## src/rtl/mips_ctrl_pkg.sv

```systemverilog
// Shared types and encodings for the multicycle MIPS control unit:
// FSM states, opcode/funct values, ALU codes and datapath select encodings.
package mips_ctrl_pkg;

    typedef enum logic [3:0] {
        S_FETCH,
        S_DECODE,
        S_MEMADR,
        S_MEMREAD,
        S_MEMWB,
        S_MEMWRITE,
        S_EXECUTE,
        S_ALUWB,
        S_BRANCH,
        S_IEXEC,
        S_IWB,
        S_JUMP,
        S_JALWB
    } state_t;

    localparam logic [5:0] OP_RTYPE = 6'h00;
    localparam logic [5:0] OP_J     = 6'h02;
    localparam logic [5:0] OP_JAL   = 6'h03;
    localparam logic [5:0] OP_BEQ   = 6'h04;
    localparam logic [5:0] OP_ADDI  = 6'h08;
    localparam logic [5:0] OP_ORI   = 6'h0D;
    localparam logic [5:0] OP_LW    = 6'h23;
    localparam logic [5:0] OP_SW    = 6'h2B;

    localparam logic [5:0] FN_ADD = 6'h20;
    localparam logic [5:0] FN_SUB = 6'h22;
    localparam logic [5:0] FN_AND = 6'h24;
    localparam logic [5:0] FN_OR  = 6'h25;
    localparam logic [5:0] FN_SLT = 6'h2A;

    localparam logic [2:0] ALU_ADD = 3'b010;
    localparam logic [2:0] ALU_SUB = 3'b110;
    localparam logic [2:0] ALU_AND = 3'b000;
    localparam logic [2:0] ALU_OR  = 3'b001;
    localparam logic [2:0] ALU_SLT = 3'b111;

    localparam logic [1:0] ALUOP_ADD   = 2'b00;
    localparam logic [1:0] ALUOP_SUB   = 2'b01;
    localparam logic [1:0] ALUOP_FUNCT = 2'b10;
    localparam logic [1:0] ALUOP_OR    = 2'b11;

    localparam logic [1:0] SRCB_B      = 2'b00;
    localparam logic [1:0] SRCB_FOUR   = 2'b01;
    localparam logic [1:0] SRCB_IMM    = 2'b10;
    localparam logic [1:0] SRCB_IMMSH2 = 2'b11;

    localparam logic [1:0] PCSRC_ALU    = 2'b00;
    localparam logic [1:0] PCSRC_ALUOUT = 2'b01;
    localparam logic [1:0] PCSRC_JUMP   = 2'b10;

    localparam logic [1:0] REGDST_RT = 2'b00;
    localparam logic [1:0] REGDST_RD = 2'b01;
    localparam logic [1:0] REGDST_RA = 2'b10;

    localparam logic [1:0] M2R_ALUOUT = 2'b00;
    localparam logic [1:0] M2R_DATA   = 2'b01;
    localparam logic [1:0] M2R_PC     = 2'b10;

    // States after which the instruction is complete and counts as retired.
    function automatic logic is_final(input state_t s);
        return (s == S_MEMWB) || (s == S_MEMWRITE) || (s == S_ALUWB) ||
               (s == S_BRANCH) || (s == S_IWB) || (s == S_JUMP) || (s == S_JALWB);
    endfunction

endpackage

```

## src/rtl/alu_decoder.sv

```systemverilog
// ALU decoder: turns the FSM's 2-bit ALUOp plus Funct into ALUControl,
// and flags whether Funct names a supported R-type operation.
module alu_decoder
    import mips_ctrl_pkg::*;
(
    input  logic [1:0] alu_op,
    input  logic [5:0] funct,
    output logic [2:0] alu_control,
    output logic       funct_valid
);

    logic [2:0] funct_ctrl;

    always_comb begin
        funct_valid = 1'b1;
        case (funct)
            FN_ADD:  funct_ctrl = ALU_ADD;
            FN_SUB:  funct_ctrl = ALU_SUB;
            FN_AND:  funct_ctrl = ALU_AND;
            FN_OR:   funct_ctrl = ALU_OR;
            FN_SLT:  funct_ctrl = ALU_SLT;
            default: begin
                funct_ctrl  = ALU_ADD;
                funct_valid = 1'b0;
            end
        endcase
    end

    always_comb begin
        case (alu_op)
            ALUOP_ADD:   alu_control = ALU_ADD;
            ALUOP_SUB:   alu_control = ALU_SUB;
            ALUOP_OR:    alu_control = ALU_OR;
            default:     alu_control = funct_ctrl;
        endcase
    end

endmodule

```

## src/rtl/mips_mc_ctrl.sv

```systemverilog
// Multicycle MIPS control unit with memory wait states, sticky illegal flag
// and retired-instruction counter. Define MIPS_JUMP_EN to add j/jal.
module mips_mc_ctrl
    import mips_ctrl_pkg::*;
#(
    parameter int unsigned MEM_LAT = 0,
    parameter int unsigned CNT_W   = 32
) (
    input  logic             clk,
    input  logic             rst,
    input  logic [5:0]       Opcode,
    input  logic [5:0]       Funct,
    input  logic             Zero,
    output logic             PCEn,
    output logic             IorD,
    output logic             MemWrite,
    output logic             IRWrite,
    output logic [1:0]       RegDst,
    output logic [1:0]       MemtoReg,
    output logic             RegWrite,
    output logic             ALUSrcA,
    output logic [1:0]       ALUSrcB,
    output logic             ExtZero,
    output logic [1:0]       PCSrc,
    output logic [2:0]       ALUControl,
    output logic             Illegal,
    output logic [CNT_W-1:0] Retired
);

    localparam logic [1:0] LAT = 2'(MEM_LAT);

    state_t     state;
    state_t     nxt;
    logic [1:0] wcnt;
    logic       wait_done;
    logic       dec_illegal;
    logic       pc_write;
    logic       branch;
    logic       alu_en;
    logic [1:0] alu_op;
    logic [2:0] dec_ctrl;
    logic       funct_valid;

    assign wait_done = (wcnt == LAT);

    alu_decoder u_alu_decoder (
        .alu_op      (alu_op),
        .funct       (Funct),
        .alu_control (dec_ctrl),
        .funct_valid (funct_valid)
    );

    always_comb begin
        nxt         = state;
        dec_illegal = 1'b0;
        case (state)
            S_FETCH:    if (wait_done) nxt = S_DECODE;
            S_DECODE: begin
                case (Opcode)
                    OP_LW, OP_SW:      nxt = S_MEMADR;
                    OP_BEQ:            nxt = S_BRANCH;
                    OP_ADDI, OP_ORI:   nxt = S_IEXEC;
                    OP_RTYPE: begin
                        nxt         = funct_valid ? S_EXECUTE : S_FETCH;
                        dec_illegal = !funct_valid;
                    end
`ifdef MIPS_JUMP_EN
                    OP_J, OP_JAL:      nxt = S_JUMP;
`endif
                    default: begin
                        nxt         = S_FETCH;
                        dec_illegal = 1'b1;
                    end
                endcase
            end
            S_MEMADR:   nxt = (Opcode == OP_SW) ? S_MEMWRITE : S_MEMREAD;
            S_MEMREAD:  if (wait_done) nxt = S_MEMWB;
            S_MEMWRITE: if (wait_done) nxt = S_FETCH;
            S_EXECUTE:  nxt = S_ALUWB;
            S_IEXEC:    nxt = S_IWB;
            S_JUMP:     nxt = (Opcode == OP_JAL) ? S_JALWB : S_FETCH;
            default:    nxt = S_FETCH;
        endcase
    end

    // Wait states stay put until wcnt reaches the latency; every other state
    // advances each cycle, so a state change is what clears wcnt.
    always_ff @(posedge clk) begin
        if (rst) begin
            state   <= S_FETCH;
            wcnt    <= '0;
            Illegal <= 1'b0;
            Retired <= '0;
        end else begin
            state <= nxt;
            wcnt  <= (nxt != state) ? 2'd0 : wcnt + 2'd1;
            if (dec_illegal)
                Illegal <= 1'b1;
            if (nxt == S_FETCH && is_final(state))
                Retired <= Retired + CNT_W'(1);
        end
    end

    always_comb begin
        IorD     = 1'b0;
        MemWrite = 1'b0;
        IRWrite  = 1'b0;
        RegDst   = REGDST_RT;
        MemtoReg = M2R_ALUOUT;
        RegWrite = 1'b0;
        ALUSrcA  = 1'b0;
        ALUSrcB  = SRCB_B;
        ExtZero  = 1'b0;
        PCSrc    = PCSRC_ALU;
        pc_write = 1'b0;
        branch   = 1'b0;
        alu_en   = 1'b0;
        alu_op   = ALUOP_ADD;
        case (state)
            S_FETCH: begin
                ALUSrcB  = SRCB_FOUR;
                alu_en   = 1'b1;
                IRWrite  = wait_done;
                pc_write = wait_done;
            end
            S_DECODE: begin
                ALUSrcB = SRCB_IMMSH2;
                alu_en  = 1'b1;
            end
            S_MEMADR: begin
                ALUSrcA = 1'b1;
                ALUSrcB = SRCB_IMM;
                alu_en  = 1'b1;
            end
            S_MEMREAD:  IorD = 1'b1;
            S_MEMWB: begin
                MemtoReg = M2R_DATA;
                RegWrite = 1'b1;
            end
            S_MEMWRITE: begin
                IorD     = 1'b1;
                MemWrite = 1'b1;
            end
            S_EXECUTE: begin
                ALUSrcA = 1'b1;
                alu_en  = 1'b1;
                alu_op  = ALUOP_FUNCT;
            end
            S_ALUWB: begin
                RegDst   = REGDST_RD;
                RegWrite = 1'b1;
            end
            S_BRANCH: begin
                ALUSrcA = 1'b1;
                alu_en  = 1'b1;
                alu_op  = ALUOP_SUB;
                PCSrc   = PCSRC_ALUOUT;
                branch  = 1'b1;
            end
            S_IEXEC: begin
                ALUSrcA = 1'b1;
                ALUSrcB = SRCB_IMM;
                alu_en  = 1'b1;
                ExtZero = (Opcode == OP_ORI);
                alu_op  = (Opcode == OP_ORI) ? ALUOP_OR : ALUOP_ADD;
            end
            S_IWB: begin
                RegWrite = 1'b1;
                ExtZero  = (Opcode == OP_ORI);
            end
`ifdef MIPS_JUMP_EN
            S_JUMP: begin
                PCSrc    = PCSRC_JUMP;
                pc_write = 1'b1;
            end
            S_JALWB: begin
                RegDst   = REGDST_RA;
                MemtoReg = M2R_PC;
                RegWrite = 1'b1;
            end
`endif
            default: ;
        endcase
    end

    assign ALUControl = alu_en ? dec_ctrl : 3'b000;
    assign PCEn       = pc_write | (branch & Zero);

endmodule

```

## config.mk

```make
export PLATFORM = sky130hd
export DESIGN_NAME = mips_mc_ctrl
export DESIGN_NICKNAME = d
export VERILOG_FILES = /design/src/rtl/mips_ctrl_pkg.sv /design/src/rtl/alu_decoder.sv /design/src/rtl/mips_mc_ctrl.sv
export SDC_FILE = /design/constraint.sdc
export NUM_CORES = 1
export LEC_CHECK = 0
export ABC_AREA = 1
export CAP_MARGIN = 20
export CORE_UTILIZATION = 47
export DETAILED_ROUTE_END_ITERATION = 8
export PLACE_DENSITY_LB_ADDON = 0.15
export SYNTH_ARGS = -nofsm -noshare
export SYNTH_HDL_FRONTEND = slang
export SYNTH_SLANG_ARGS = --single-unit
```

## constraint.sdc

```tcl
create_clock -name clk -period 2.5 [get_ports clk]
set_input_delay 0.375 -clock clk [delete_from_list [all_inputs] [get_ports clk]]
set_output_delay 0.375 -clock clk [all_outputs]
set_load 0.02 [all_outputs]
```

==> results.cfg <==
[outcome]
outcome = finished, final reports clean

[place]
dpl.hpwl_microns = 6070
place_congestion = 0.921
place_ws_ps = -47.3
placed_area_sq_mm = 0.00360
numPortBuffers = 62

[route]
wire_per_inst_microns = 12.4
vias_per_cell = 4.95
drtAntennaViolNets = 0
drcViolationCount = 0
wl_microns = 7670
drt_first_pass_iters = 4
num_vias = 3055
drtIter0Drc = 111

[flow_run]
maxCapViolCount = 0

[logic_synthesis]
avgSynthCellArea_sq_um = 6.13
synth_area_leaders = dfxtp_1, nand2_1, nor2_1
ys.warnings.count = 0
synth_cells = 474
synth_top_area_share_pct = 26.9
synth_seq_area_share_pct = 26.9
yosys.area.top_type = dfxtp_1
ys_seq_elements = 39
yosysUniqueCellTypes = 28
synth_area_sq_mm = 0.00291

[finish]
fillCellCount = 615
n_antenna_cell = 0
fin_area_sq_mm = 0.00374
syn_to_final_growth_pct = 28.7
final_util_pct = 62.9
nNetsFinal = 558
post_route_cells_drive_above_1_share_pct = 13.1

[clock_tree]
cts_tree = yes
cts-buffers-inserted = 5
clkSlewWorstSetupHoldPaths_ps = 70
htreeDepth = 2
cts_root_buf = clkbuf_8
cts_setup_buffers = 0
cts_num_sinks = 39
clock_latency_ps = 290
postCtsHoldBufs = 0
clock_path_buffers = 2

[timing]
max_freq_ghz = 0.419
timing.hold.ws_ps = 413
max_slew_margin_pct = 63.3
setup_slack_ps = 114
clock_skew_ps = 10.1
finalCritPeriodShare_pct = 95.4
setup_viol = 0
hold_violations = 0
slew_violations = 0
final.min_clock_period_ps = 2390
worst-slew-pin-transition_ps = 547
rsz0062_at_grt = no

[die]
die_h_microns = 80.7
rows = 28
die_w_microns = 80.7
ioPinCount = 66
initial_core_util_pct = 48.8
fp.coreArea_sq_mm = 0.00596
dieArea_sq_mm = 0.00651

[power_and_ir_drop]
power.internal_mw = 1.22
powerDensity_mw_per_mm2 = 464
finalPower_mw = 1.74
p_sw_mw = 0.513
combPwrFrac_pct = 25.5
clockPowerShare_pct = 36.5
p_sw_share_pct = 29.6
seq_power_share_pct = 38.0
peakVddDrop_mv = 0.262
leakage_nw = 1.43

[global_routing]
grt_pass1_vias = 2779
grt_first_pass_wirelength_microns = 12700
grt_max_degree = 33
grt_overflow = 0
antenna_found_initial = 0
grt_use_total_pct = 25.0

[critical_path]
path_max_fanout = 5
worstSetupPathType = reg2out
cp-end-kind = output port
cp_data_required_time_ps = 2120
cp_data_arrival_time_ps = 2010
start_kind = flop

[worst_hold_path]
min_path_type = reg2reg
## synth_stat cells
cell      count
o21ai_0       7
nand2_4       4
clkbuf_1      3
nor2_1       85
nand3_2       1
inv_2        11
nand2_2      15
nand2_1     158
nor2_4        4
nor2_2        6
a21oi_1      26
nand4_4       1
nand3_1      18
a31oi_1       2
xnor2_1      13
buf_1         1
inv_1        33
dfxtp_1      39
buf_4         4
xor2_1       13
ha_1          2
buf_6         6
nand4_1       3
o22ai_1       1
nand3b_1      5
nor3_1        2
conb_1        1
a21oi_2      10
## worst paths after layout
check                                from                       end  slack, ps  cells past startpoint
setup / recovery      state[2]$_SDFF_PP0_             ALUControl[2]        110                      5
hold / removal         wcnt[0]$_SDFF_PP0_        wcnt[0]$_SDFF_PP0_        410                      1
setup reg to reg  Retired[1]$_SDFFE_PP0P_  Retired[16]$_SDFFE_PP0P_        660                      8
hold reg to reg        wcnt[0]$_SDFF_PP0_        wcnt[0]$_SDFF_PP0_        410                      1
## logic make-up after synthesis
family,share of synthesized area (%)
other cells,0.129
buf+inv,9.55
compound gates,9.34
fa+ha+maj,0.860
xor+xnor,7.83
flops,26.9
simple gates,45.4
## worst max-delay path, cell delays in order (launching register included)
cell and delay [ps]:
dfxtp_1 450, inv_2 80, nor2_1 220, nand2_1 190, o22ai_1 160, clkdlybuf4s50_1 630
## power by group through the flow
| stage | logic (mW) | clock network [mW] | registers (mW) |
|---|---|---|---|
| floorplan | 0.273 | 0 | 0.689 |
| global placement | 0.436 | 0 | 0.673 |
| detailed placement | 0.443 | 0 | 0.674 |
| CTS | 0.445 | 0.649 | 0.659 |
| global route | 0.482 | 0.677 | 0.662 |
| finish | 0.442 | 0.634 | 0.659 |
## routing by layer
metal | global-route usage, % | wire [microns] | part of all wire [%]
met5 | 0 | 0 | 0
met4 | 6.79 | 72 | 0.94
met3 | 4.32 | 428 | 5.6
met2 | 44.0 | 3610 | 47
met1 | 31.1 | 3560 | 46
## per-stage QoR
step                      TNS [ps]  std cells
after global routing             0        617
after global placement      -0.347        609
after detailed placement     -47.3        609
after CTS                        0        617
after floorplan                  0        476
final                            0        617
## cells in the final DEF (no fill, tap or decap), types with 3 or more instances in the layout
cell type	synthesis	layout
inv_1	33	33
dfxtp_1	39	38
clkdlybuf4s50_1	0	60
nand2_4	4	4
nand3b_1	5	5
xor2_1	13	13
conb_1	1	3
a21oi_1	26	26
inv_2	11	11
a21oi_2	10	10
nand2_1	158	158
nor2_4	4	4
nor2_2	6	6
nand2_2	15	15
nor2_1	85	85
o21ai_0	7	6
xnor2_1	13	13
nand4_1	3	3
clkbuf_8	0	5
nand3_1	18	18
buf_4	4	9
## sequential cells by signal (all words and copies together) (netlist names)
name / flops
state: 4
Retired: 32
Illegal: 1
wcnt: 2
## cell type report
class | count | area (sq um) | area share, %
multi-input cells | 379 | 1860 | 49.6
flip-flops and latches | 39 | 782 | 20.9
repair buffers | 72 | 709 | 19.0
inverters | 44 | 165 | 4.41
well taps | 75 | 93.8 | 2.51
clock buffers | 5 | 68.8 | 1.84
clock inverters | 3 | 67.6 | 1.80
## timing repair
action | in CTS | in global routing
pin swaps | 0 | 0
endpoints found under the setup margin | 2 | 1
gates resized for setup | 2 | 2
(Power assumes the default switching activity.)
